**src/rtl/mem_port_arbiter_if.sv**
```systemverilog
// Bus bundle between the CPU core, the debug read port, the arbiter and the
// unified memory.
//   slave  : arbiter view (requests and mem_rdata in; grants, responses and
//            memory drive out)
//   master : requester/memory view (mirror of slave)
// Parameter ADDR_W: memory line-index width (one line = 64 bits).
interface mem_port_arbiter_if #(
    parameter int unsigned ADDR_W = 8
);
    // CPU port
    logic              cpu_req;
    logic [1:0]        cpu_memwrite;
    logic [63:0]       cpu_adr;
    logic [63:0]       cpu_wdata;
    logic              cpu_gnt;
    logic              cpu_rvalid;
    logic [63:0]       cpu_rdata;

    // Debug read port
    logic              dbg_req;
    logic [ADDR_W-1:0] dbg_addr;
    logic              dbg_gnt;
    logic              dbg_rvalid;
    logic [63:0]       dbg_rdata;

    // Memory port
    logic              mem_en;
    logic [ADDR_W-1:0] mem_addr;
    logic [7:0]        mem_be;
    logic [63:0]       mem_wdata;
    logic [63:0]       mem_rdata;

    modport slave (
        input  cpu_req, cpu_memwrite, cpu_adr, cpu_wdata,
        input  dbg_req, dbg_addr,
        input  mem_rdata,
        output cpu_gnt, cpu_rvalid, cpu_rdata,
        output dbg_gnt, dbg_rvalid, dbg_rdata,
        output mem_en, mem_addr, mem_be, mem_wdata
    );

    modport master (
        output cpu_req, cpu_memwrite, cpu_adr, cpu_wdata,
        output dbg_req, dbg_addr,
        output mem_rdata,
        input  cpu_gnt, cpu_rvalid, cpu_rdata,
        input  dbg_gnt, dbg_rvalid, dbg_rdata,
        input  mem_en, mem_addr, mem_be, mem_wdata
    );
endinterface

```
**src/rtl/mem_port_arbiter.sv**
```systemverilog
// Arbitrates the single unified memory port between the CPU core (fixed
// priority) and the read-only debug port. A wait counter lets debug win once
// it has been denied MAXWAIT consecutive cycles, bounding its latency.
// Grants and memory drive are combinational (zero-latency grant); read data
// returns one cycle after the grant and is routed to the recorded owner.
// Ports:
//   clk   : clock, rising edge
//   reset : asynchronous active-low reset; forces every output to 0
//   bus   : mem_port_arbiter_if.slave (CPU, debug and memory signals)
// Parameters: ADDR_W line-index width, MAXWAIT debug starvation limit (1..15).
module mem_port_arbiter #(
    parameter int unsigned ADDR_W  = 8,
    parameter int unsigned MAXWAIT = 4
) (
    input  logic               clk,
    input  logic               reset,
    mem_port_arbiter_if.slave  bus
);
    localparam int unsigned CNT_W = 4;

    typedef enum logic [1:0] {
        OWN_NONE = 2'd0,
        OWN_CPU  = 2'd1,
        OWN_DBG  = 2'd2
    } owner_e;

    logic [CNT_W-1:0] wait_cnt;
    logic [CNT_W-1:0] wait_cnt_nxt;
    owner_e           rsp_owner;
    owner_e           rsp_owner_nxt;
    logic             dbg_starved;
    logic             cpu_win;
    logic             dbg_win;

    // Low byte-offset bits and bits above the line index select nothing.
    logic unused_adr_bits;
    assign unused_adr_bits = ^{bus.cpu_adr[63:ADDR_W+3], bus.cpu_adr[1:0]};

    // State register
    always_ff @(posedge clk or negedge reset) begin
        if (!reset) begin
            wait_cnt  <= '0;
            rsp_owner <= OWN_NONE;
        end else begin
            wait_cnt  <= wait_cnt_nxt;
            rsp_owner <= rsp_owner_nxt;
        end
    end

    // Arbitration and next-state
    always_comb begin
        dbg_starved   = (wait_cnt == CNT_W'(MAXWAIT));
        cpu_win       = 1'b0;
        dbg_win       = 1'b0;
        wait_cnt_nxt  = wait_cnt;
        rsp_owner_nxt = OWN_NONE;

        if (bus.dbg_req && dbg_starved) begin
            dbg_win = 1'b1;
        end else if (bus.cpu_req) begin
            cpu_win = 1'b1;
        end else if (bus.dbg_req) begin
            dbg_win = 1'b1;
        end

        // Counts consecutive denied debug cycles, saturating at the limit.
        if (!bus.dbg_req || dbg_win) begin
            wait_cnt_nxt = '0;
        end else if (!dbg_starved) begin
            wait_cnt_nxt = wait_cnt + CNT_W'(1);
        end

        // Only reads produce a response next cycle.
        if (cpu_win && (bus.cpu_memwrite == 2'b00)) begin
            rsp_owner_nxt = OWN_CPU;
        end else if (dbg_win) begin
            rsp_owner_nxt = OWN_DBG;
        end
    end

    // Outputs: grants, memory drive, response routing; all held at 0 in reset
    always_comb begin
        bus.cpu_gnt    = 1'b0;
        bus.dbg_gnt    = 1'b0;
        bus.cpu_rvalid = 1'b0;
        bus.dbg_rvalid = 1'b0;
        bus.cpu_rdata  = 64'h0;
        bus.dbg_rdata  = 64'h0;
        bus.mem_en     = 1'b0;
        bus.mem_addr   = '0;
        bus.mem_be     = 8'h00;
        bus.mem_wdata  = 64'h0;

        if (reset) begin
            bus.cpu_gnt = cpu_win;
            bus.dbg_gnt = dbg_win;

            if (cpu_win) begin
                bus.mem_en   = 1'b1;
                bus.mem_addr = bus.cpu_adr[ADDR_W+2:3];
                unique case (bus.cpu_memwrite)
                    2'b00: bus.mem_be = 8'h00;
                    // Word data is replicated to both lanes; mem_be picks one.
                    2'b01: begin
                        bus.mem_be    = bus.cpu_adr[2] ? 8'hF0 : 8'h0F;
                        bus.mem_wdata = {2{bus.cpu_wdata[31:0]}};
                    end
                    default: begin
                        bus.mem_be    = 8'hFF;
                        bus.mem_wdata = bus.cpu_wdata;
                    end
                endcase
            end else if (dbg_win) begin
                bus.mem_en   = 1'b1;
                bus.mem_addr = bus.dbg_addr;
            end

            if (rsp_owner == OWN_CPU) begin
                bus.cpu_rvalid = 1'b1;
                bus.cpu_rdata  = bus.mem_rdata;
            end
            if (rsp_owner == OWN_DBG) begin
                bus.dbg_rvalid = 1'b1;
                bus.dbg_rdata  = bus.mem_rdata;
            end
        end
    end
endmodule

```
**src/flat_wrapper.sv**
```systemverilog
// flat-port wrapper written by rule: the top's interface ports become plain ports
module mem_port_arbiter_flat 
#(
    parameter int unsigned ADDR_W  = 8,
    parameter int unsigned MAXWAIT = 4
)
  (clk, reset, bus_cpu_req, bus_cpu_memwrite, bus_cpu_adr, bus_cpu_wdata, bus_dbg_req, bus_dbg_addr, bus_mem_rdata, bus_cpu_gnt, bus_cpu_rvalid, bus_cpu_rdata, bus_dbg_gnt, bus_dbg_rvalid, bus_dbg_rdata, bus_mem_en, bus_mem_addr, bus_mem_be, bus_mem_wdata);
  mem_port_arbiter_if #(.ADDR_W(ADDR_W)) bus_i ();
  input  logic clk;
  input  logic reset;
  input wire logic [$bits(bus_i.cpu_req)-1:0] bus_cpu_req;
  input wire logic [$bits(bus_i.cpu_memwrite)-1:0] bus_cpu_memwrite;
  input wire logic [$bits(bus_i.cpu_adr)-1:0] bus_cpu_adr;
  input wire logic [$bits(bus_i.cpu_wdata)-1:0] bus_cpu_wdata;
  input wire logic [$bits(bus_i.dbg_req)-1:0] bus_dbg_req;
  input wire logic [$bits(bus_i.dbg_addr)-1:0] bus_dbg_addr;
  input wire logic [$bits(bus_i.mem_rdata)-1:0] bus_mem_rdata;
  output wire logic [$bits(bus_i.cpu_gnt)-1:0] bus_cpu_gnt;
  output wire logic [$bits(bus_i.cpu_rvalid)-1:0] bus_cpu_rvalid;
  output wire logic [$bits(bus_i.cpu_rdata)-1:0] bus_cpu_rdata;
  output wire logic [$bits(bus_i.dbg_gnt)-1:0] bus_dbg_gnt;
  output wire logic [$bits(bus_i.dbg_rvalid)-1:0] bus_dbg_rvalid;
  output wire logic [$bits(bus_i.dbg_rdata)-1:0] bus_dbg_rdata;
  output wire logic [$bits(bus_i.mem_en)-1:0] bus_mem_en;
  output wire logic [$bits(bus_i.mem_addr)-1:0] bus_mem_addr;
  output wire logic [$bits(bus_i.mem_be)-1:0] bus_mem_be;
  output wire logic [$bits(bus_i.mem_wdata)-1:0] bus_mem_wdata;
  assign bus_i.cpu_req = bus_cpu_req;
  assign bus_i.cpu_memwrite = bus_cpu_memwrite;
  assign bus_i.cpu_adr = bus_cpu_adr;
  assign bus_i.cpu_wdata = bus_cpu_wdata;
  assign bus_i.dbg_req = bus_dbg_req;
  assign bus_i.dbg_addr = bus_dbg_addr;
  assign bus_i.mem_rdata = bus_mem_rdata;
  assign bus_cpu_gnt = bus_i.cpu_gnt;
  assign bus_cpu_rvalid = bus_i.cpu_rvalid;
  assign bus_cpu_rdata = bus_i.cpu_rdata;
  assign bus_dbg_gnt = bus_i.dbg_gnt;
  assign bus_dbg_rvalid = bus_i.dbg_rvalid;
  assign bus_dbg_rdata = bus_i.dbg_rdata;
  assign bus_mem_en = bus_i.mem_en;
  assign bus_mem_addr = bus_i.mem_addr;
  assign bus_mem_be = bus_i.mem_be;
  assign bus_mem_wdata = bus_i.mem_wdata;
  mem_port_arbiter #(.ADDR_W(ADDR_W), .MAXWAIT(MAXWAIT)) u_core (.clk(clk), .reset(reset), .bus(bus_i));
endmodule
```
**config.mk**
```make
export PLATFORM = sky130hd
export DESIGN_NAME = mem_port_arbiter_flat
export DESIGN_NICKNAME = d
export VERILOG_FILES = /design/src/rtl/mem_port_arbiter_if.sv /design/src/rtl/mem_port_arbiter.sv /design/src/flat_wrapper.sv
export SDC_FILE = /design/constraint.sdc
export NUM_CORES = 1
export LEC_CHECK = 0
export ABC_AREA = 1
export CAP_MARGIN = 20
export CORE_AREA = 2 2 163 165
export DETAILED_ROUTE_END_ITERATION = 8
export DIE_AREA = 0 0 165 167
export GPL_ROUTABILITY_DRIVEN = 0
export GPL_TIMING_DRIVEN = 0
export PLACE_DENSITY = 0.52
export SLEW_MARGIN = 20
export SYNTH_ARGS = -nofsm -noshare
export SYNTH_HDL_FRONTEND = slang
export SYNTH_SLANG_ARGS = --single-unit
```
**constraint.sdc**
```tcl
create_clock -name clk -period 3 [get_ports clk]
set_clock_uncertainty 0.2 [all_clocks]
set_input_delay 0.6 -clock clk [delete_from_list [all_inputs] [get_ports clk]]
set_output_delay 0.6 -clock clk [all_outputs]
set_load 0.05 [all_outputs]
```
==> metrics.log, run 1 <==
[metrics] result of the run: finished clean
[metrics] cell count after synthesis: 537
[metrics] Initial Util: 0.102
[metrics] pin count of the biggest net entering global routing: 11
[metrics] layout filler cell count: 3008
[metrics] setup slack at placement: -0.936 ns
[metrics] source-to-sink clock delay at the later pin of the worst-skew pair: 0.22 ns
[metrics] total via count in the routed design: 4551
[metrics] post-synth design cell area: 2630 sq um
[metrics] I/O pin total: 419
[metrics] Worst Path Class, Setup: input pin to primary output
[metrics] number of buffers inserted by port buffering: 362
[metrics] DRC violation count after routing: 0
[metrics] net count of the mapped netlist: 745
[metrics] slack of the worst reg-to-reg path: 1.35 ns
[metrics] RSZ-0062 raised after global routing: false
[metrics] max-slew headroom at the worst pin: 0.608
[metrics] worst vdd ir: 125 uV
[metrics] aggregate global routing overflow: 0
[metrics] final hold violation count: 0
[metrics] # hold bufs at CTS: 0
[metrics] FF+latch area: 150 sq um
[metrics] DR WL/cell: 14.2 microns
[metrics] warning count from the yosys run: 0
[metrics] synthesis-to-finish area growth: 145%
[metrics] distinct cell type count of the synthesized netlist: 24
[metrics] layout cells sized above 1: 0.286
[metrics] antenna violations before repair: 3
[metrics] highest clock frequency the design can meet: 0.343 GHz
[metrics] total die area: 27600 sq um
[metrics] Nets: 1112
[metrics] crit path setup slack, layout: 0.0824 ns
[metrics] critical path capture point type: primary output
[metrics] period utilisation layout: 0.973
[metrics] number of synthesized register bits: 6
[metrics] Crit path max-delay family: buffers and inverters
[metrics] core area: 25800 sq um
[metrics] GRT Total Usage: 0.117
[metrics] Min Clock Period, post-route: 2.92 ns
[metrics] syn avg cell area: 4.89 sq um
[metrics] maximum level of the CTS H-tree: 1
[metrics] Inserted Clock Buffers: 3
[metrics] number of nets still failing antenna checks after routing: 0
[metrics] wire length of the first global-routing pass: 25100 microns
[metrics] final routed wirelength across all metal layers: 17600 microns
[metrics] sequential fraction of the synthesis area: 0.0572
[metrics] chip height: 167 microns
[metrics] # rows: 59
[metrics] number of sinks driven by the clock tree: 6
[metrics] top fanout value on the critical path: 10
[metrics] Multi-input gate area: 1750 sq um
[metrics] number of gates given a new drive strength after cts: 699
[metrics] CTS tree: built
[metrics] first-pass detailed-route iteration total: 4
[metrics] First DRT Iteration DRCs: 101
[metrics] kind of path behind the tightest hold check: input pin to asynchronous set/reset pin
[metrics] Cell Pwr Density: 186 nW/um^2
[metrics] clk buf depth: 2
[metrics] crit path max-delay cell type: clkdlybuf4s50_1
[metrics] hpwl dp: 15700 microns
[metrics] actual slew at the worst max-slew pin: 0.590 ns
[metrics] Final setup violation count: 0
[metrics] power after layout: 1.20 mW
[metrics] cells along the critical path: clkdlybuf4s50_1, buf_6, buf_4, nand2_1, nand2_1, inv_1, nor2_2, buf_2
[metrics] crit path DAT: 2.12 ns
[metrics] worst endpoint required time: 2.20 ns
[metrics] worst path buffer plus inverter count: 5
[metrics] final-layout worst hold slack: 0.101 ns
[metrics] vias in the first global route: 4453
[metrics] post-CTS setup buffer count: 0
[metrics] max cap viols: 0
[metrics] Die W: 165 microns
[metrics] clk slew on worst S/H paths: 0.03 ns
[metrics] Pins Over Slew Limit: 0
[metrics] Worst setup SP type: input pin
[metrics] post-DR vias/cell: 3.68
[metrics] buffer type at the clock tree root: clkbuf_16
[metrics] static power due to leakage: 3.34 nW
[metrics] peak per-stage delay on the critical path: 0.55 ns
[metrics] most numerous cell on the critical path: nand2_1
==> cells in the final DEF, fill, tap and decap left out, drive strengths merged <==
cell type,count
nor3,32
clkdlybuf4s18,3
xor2,1
xnor2,1
dfrtp,6
nand3,44
dlygate4sd2,31
diode,1
buf,105
clkdlybuf4s15,85
o21ai,32
ha,2
clkdlybuf4s50,148
inv,108
a21oi,2
nand2,80
or2,1
nor2,169
nand4,8
clkbuf,43
a31oi,1
==> per-stage QoR <==
step	util	setup TNS (ns)	cell area, sq um	std cells
4_1_cts	0.251	-0.00113	6480	1237
3_3_place_gp	0.259	-143.74	6670	1234
5_1_grt	0.250	0	6430	1238
2_1_floorplan	-	0	2630	537
6_report	0.250	0	6430	1238
3_5_place_dp	0.259	-139.85	6670	1234
==> synthesized netlist by cell type <==
cell,instances,area share
inv_1,107,0.15
clkbuf_1,5,0.0072
nor2_2,40,0.095
ha_1,2,0.0095
a31oi_1,1,0.0024
nand2_4,1,0.0043
buf_4,20,0.057
dfrtp_1,6,0.057
a21oi_1,2,0.0038
nand4_1,8,0.019
nand3_4,1,0.0067
xnor2_1,1,0.0033
nor3_1,32,0.061
buf_2,16,0.031
nand2_1,77,0.11
nand3_1,43,0.082
o21ai_0,32,0.061
buf_8,1,0.0057
inv_2,1,0.0014
nand2_2,2,0.0048
buf_6,8,0.034
xor2_1,1,0.0033
nor2_1,129,0.18
or2_2,1,0.0024
==> sequential cells by signal (all words and copies together) (netlist names) <==
register	flops
u_core.wait_cnt	4
u_core.rsp_owner	2
==> worst register-to-register path: cells and delay by family (launching register included) <==
kind,cells,cell delay (ns)
fa+ha+maj,1,0.18
flops,1,0.38
simple gates,4,0.47
buf+inv,3,0.33
==> final timing paths <==
| check | start | end | depth (start not counted) |
|---|---|---|---|
| hold reg to reg | u_core.wait_cnt[0]$_DFFE_PN0P_ | u_core.wait_cnt[0]$_DFFE_PN0P_ | 1 |
| setup / recovery | bus_cpu_memwrite[1] | bus_mem_wdata[43] | 8 |
| hold / removal | reset | u_core.rsp_owner[1]$_DFF_PN0_ | 1 |
| max in group asynchronous | reset | u_core.wait_cnt[0]$_DFFE_PN0P_ | 1 |
| min in group clk | u_core.wait_cnt[0]$_DFFE_PN0P_ | u_core.wait_cnt[0]$_DFFE_PN0P_ | 1 |
| setup reg to reg | u_core.wait_cnt[0]$_DFFE_PN0P_ | u_core.rsp_owner[0]$_DFF_PN0_ | 8 |
==> cell type report <==
| cell class | instances | area share |
|---|---|---|
| clock buffer | 3 | 0.0117 |
| tap | 335 | 0.0652 |
| sequential | 6 | 0.0234 |
| multi-input combinational | 373 | 0.272 |
| timing repair buffer | 362 | 0.507 |
| buffer | 50 | 0.0568 |
| antenna | 1 | 0.000389 |
| inverter | 108 | 0.0631 |
==> cell families after synthesis <==
logic type,share of synthesized area
buf+inv,0.289
flops,0.0572
fa+ha+maj,0.00953
simple gates,0.570
compound gates,0.0672
xor+xnor,0.00667
==> report_power, final <==
group	internal, mW	switching, mW	leakage [nW]	total (mW)
Clock	0.171	0.0401	0.0370	0.211
Combinational	0.341	0.561	3.22	0.902
Sequential	0.0840	0.00173	0.0811	0.0857
Total	0.596	0.603	3.34	1.20
==> routing by layer <==
| metal | GRT usage | up-vias | routed length (microns) | part of all wire |
|---|---|---|---|---|
| met3 | 0.0351 | 14 | 1930 | 0.11 |
| met4 | 0.0200 | 2 | 255 | 0.014 |
| met2 | 0.236 | 240 | 9220 | 0.52 |
| met1 | 0.117 | 1975 | 6220 | 0.35 |
| li1 | - | 2320 | - | - |
| met5 | 0 | - | 13 | 0.00074 |
No activity file was read; power rests on OpenSTA's default activity.
==> run 2: changes to the inputs <==
==> constraint.sdc (replaced) <==
create_clock -name clk -period 3 [get_ports clk]
set_clock_uncertainty 0.2 [all_clocks]
set_input_delay 0.3 -clock clk [delete_from_list [all_inputs] [get_ports clk]]
set_output_delay 0.3 -clock clk [all_outputs]
set_load 0.05 [all_outputs]
==> metrics.log, run 2 (synthesis gave the netlist of run 1 again) <==
[metrics] Cell Pwr Density: 182 nW/um^2
[metrics] Worst setup SP type: input pin
[metrics] number of buffers inserted by port buffering: 362
[metrics] post-CTS setup buffer count: 0
[metrics] actual slew at the worst max-slew pin: 0.599 ns
[metrics] DRC violation count after routing: 0
[metrics] maximum level of the CTS H-tree: 1
[metrics] fin area: 6560 sq um
[metrics] Final setup violation count: 0
[metrics] cells along the critical path: clkdlybuf4s50_1, nand3_1, clkbuf_1, nor2_1, clkdlybuf4s50_1
[metrics] number of nets still failing antenna checks after routing: 0
[metrics] Die W: 165 microns
[metrics] result of the run: finished clean
[metrics] crit path setup slack, layout: 0.139 ns
[metrics] highest clock frequency the design can meet: 0.350 GHz
[metrics] aggregate global routing overflow: 0
[metrics] power after layout: 1.20 mW
[metrics] crit path max-delay cell type: clkdlybuf4s50_1
[metrics] clk buf depth: 2
[metrics] largest registers: u_core.wait_cnt: 4 flops, u_core.rsp_owner: 2 flops
[metrics] worst path buffer plus inverter count: 3
[metrics] layout cells sized above 1: 0.115
[metrics] pin count of the biggest net entering global routing: 11
[metrics] worst vdd ir: 125 uV
[metrics] crit path DAT: 2.36 ns
[metrics] Inserted Clock Buffers: 3
[metrics] source-to-sink clock delay at the later pin of the worst-skew pair: 0.22 ns
[metrics] final hold violation count: 0
[metrics] top fanout value on the critical path: 10
[metrics] accumulated negative setup slack: 0 ns
[metrics] vias in the first global route: 4426
[metrics] leading cell types in the layout, fill and taps excluded: dlygate4sd2_1 (168), clkdlybuf4s50_1 (155), nor2_1 (129)
[metrics] number of gates given a new drive strength after cts: 183
[metrics] Placed Area: 6670 sq um
[metrics] core area: 25800 sq um
[metrics] relative contribution of combinational cells to total power: 0.752
[metrics] final routed wirelength across all metal layers: 17700 microns
[metrics] clk slew on worst S/H paths: 0.03 ns
[metrics] peak per-stage delay on the critical path: 0.82 ns
[metrics] Worst Path Class, Setup: input pin to primary output
[metrics] most numerous cell on the critical path: clkdlybuf4s50_1
[metrics] part of the power in the clock network: 0.177
[metrics] CTS tree: built
[metrics] total die area: 27600 sq um
[metrics] Min Clock Period, post-route: 2.86 ns
[metrics] most common library cell in the layout ignoring fill and taps: dlygate4sd2_1
[metrics] wire length of the first global-routing pass: 25100 microns
[metrics] DR WL/cell: 14.3 microns
[metrics] first-pass detailed-route iteration total: 4
[metrics] # hold bufs at CTS: 0
[metrics] max cap viols: 0
[metrics] max-slew headroom at the worst pin: 0.603
[metrics] buffer type at the clock tree root: clkbuf_16
[metrics] Initial Util: 0.102
[metrics] worst endpoint required time: 2.50 ns
[metrics] critical path capture point type: primary output
[metrics] GRT Total Usage: 0.117
[metrics] # rows: 59
[metrics] Nets: 1112
[metrics] number of sinks driven by the clock tree: 6
[metrics] First DRT Iteration DRCs: 105
[metrics] setup slack at placement: -0.336 ns
[metrics] Crit path max-delay family: buffers and inverters
[metrics] total via count in the routed design: 4546
[metrics] kind of path behind the tightest hold check: input pin to asynchronous set/reset pin
[metrics] Pins Over Slew Limit: 0
[metrics] period utilisation layout: 0.954
[metrics] chip height: 167 microns
[metrics] flip-flop count of the largest register, all copies and words added: 4
[metrics] total net switching power: 0.598 mW
[metrics] largest register by flop count: u_core.wait_cnt
[metrics] Sequential Power Share: 0.072
[metrics] I/O pin total: 419
[metrics] layout filler cell count: 3045
[metrics] antenna violations before repair: 3
[metrics] design internal power: 0.597 mW
[metrics] hpwl dp: 15700 microns
[metrics] post-DR vias/cell: 3.67
[metrics] Switching Share: 0.500
[metrics] synthesis-to-finish area growth: 150%
[metrics] static power due to leakage: 4.23 nW
run 2: cell count changes in the layout (fill, tap and decap cells not counted), moves of 4 or more:
cell and delta:
clkdlybuf4s15_1 -28, dlymetal6s2s_1 +29, dlygate4sd2_1 +137, buf_2 -47, clkbuf_4 -19, clkdlybuf4s50_1 +7, clkdlybuf4s15_2 -56, nor3_1 +4
clkbuf_2 -9, buf_4 -11
run 2: stage by stage:
stage	std cells	util	hold slack, ns
2_1_floorplan	537	-	-0.196
4_1_cts	1237	0.253	0.150
3_3_place_gp	1234	0.259	0.286
5_1_grt	1238	0.255	0.161
6_report	1238	0.255	0.142
3_5_place_dp	1234	0.259	0.289
run 2: area by class of cell:
| class | count | area [sq um] | share of cell area |
|---|---|---|---|
| diodes | 1 | 2.50 | 0.000381 |
| plain buffers | 50 | 354 | 0.0539 |
| flip-flops and latches | 6 | 150 | 0.0229 |
| well taps | 335 | 419 | 0.0639 |
| inverters | 108 | 405 | 0.0618 |
| multi-input cells | 373 | 1720 | 0.261 |
| repair buffers | 362 | 3440 | 0.524 |
| clock buffers | 3 | 75.1 | 0.0114 |
run 2: layer usage:
| layer | share of wire | up-vias | GRT usage |
|---|---|---|---|
| met2 | 0.52 | 243 | 0.234 |
| li1 | - | 2319 | - |
| met3 | 0.11 | 14 | 0.0366 |
| met1 | 0.35 | 1968 | 0.117 |
| met4 | 0.014 | 2 | 0.0200 |
| met5 | 0.00073 | - | 0 |
run 2: power by group through the flow:
stage	clock network, mW	logic [mW]	registers [mW]
2_1_floorplan	0	0.518	0.0863
5_1_grt	0.223	0.960	0.0859
4_1_cts	0.216	0.913	0.0857
3_5_place_dp	0	0.957	0.0866
3_3_place_gp	0	0.957	0.0866
6_report	0.211	0.898	0.0857
run 2: worst paths after layout:
kind                                                 from                        endpoint  slack [ns]  cells past startpoint
setup / recovery                                    reset               bus_dbg_rdata[12]        0.14                      5
min in group clk           u_core.wait_cnt[0]$_DFFE_PN0P_  u_core.wait_cnt[0]$_DFFE_PN0P_        0.29                      1
hold reg to reg            u_core.wait_cnt[0]$_DFFE_PN0P_  u_core.wait_cnt[0]$_DFFE_PN0P_        0.29                      1
max in group asynchronous                           reset  u_core.wait_cnt[0]$_DFFE_PN0P_        2.22                      1
setup reg to reg           u_core.wait_cnt[0]$_DFFE_PN0P_   u_core.rsp_owner[0]$_DFF_PN0_        1.35                      8
hold / removal                                      reset   u_core.rsp_owner[1]$_DFF_PN0_        0.14                      1
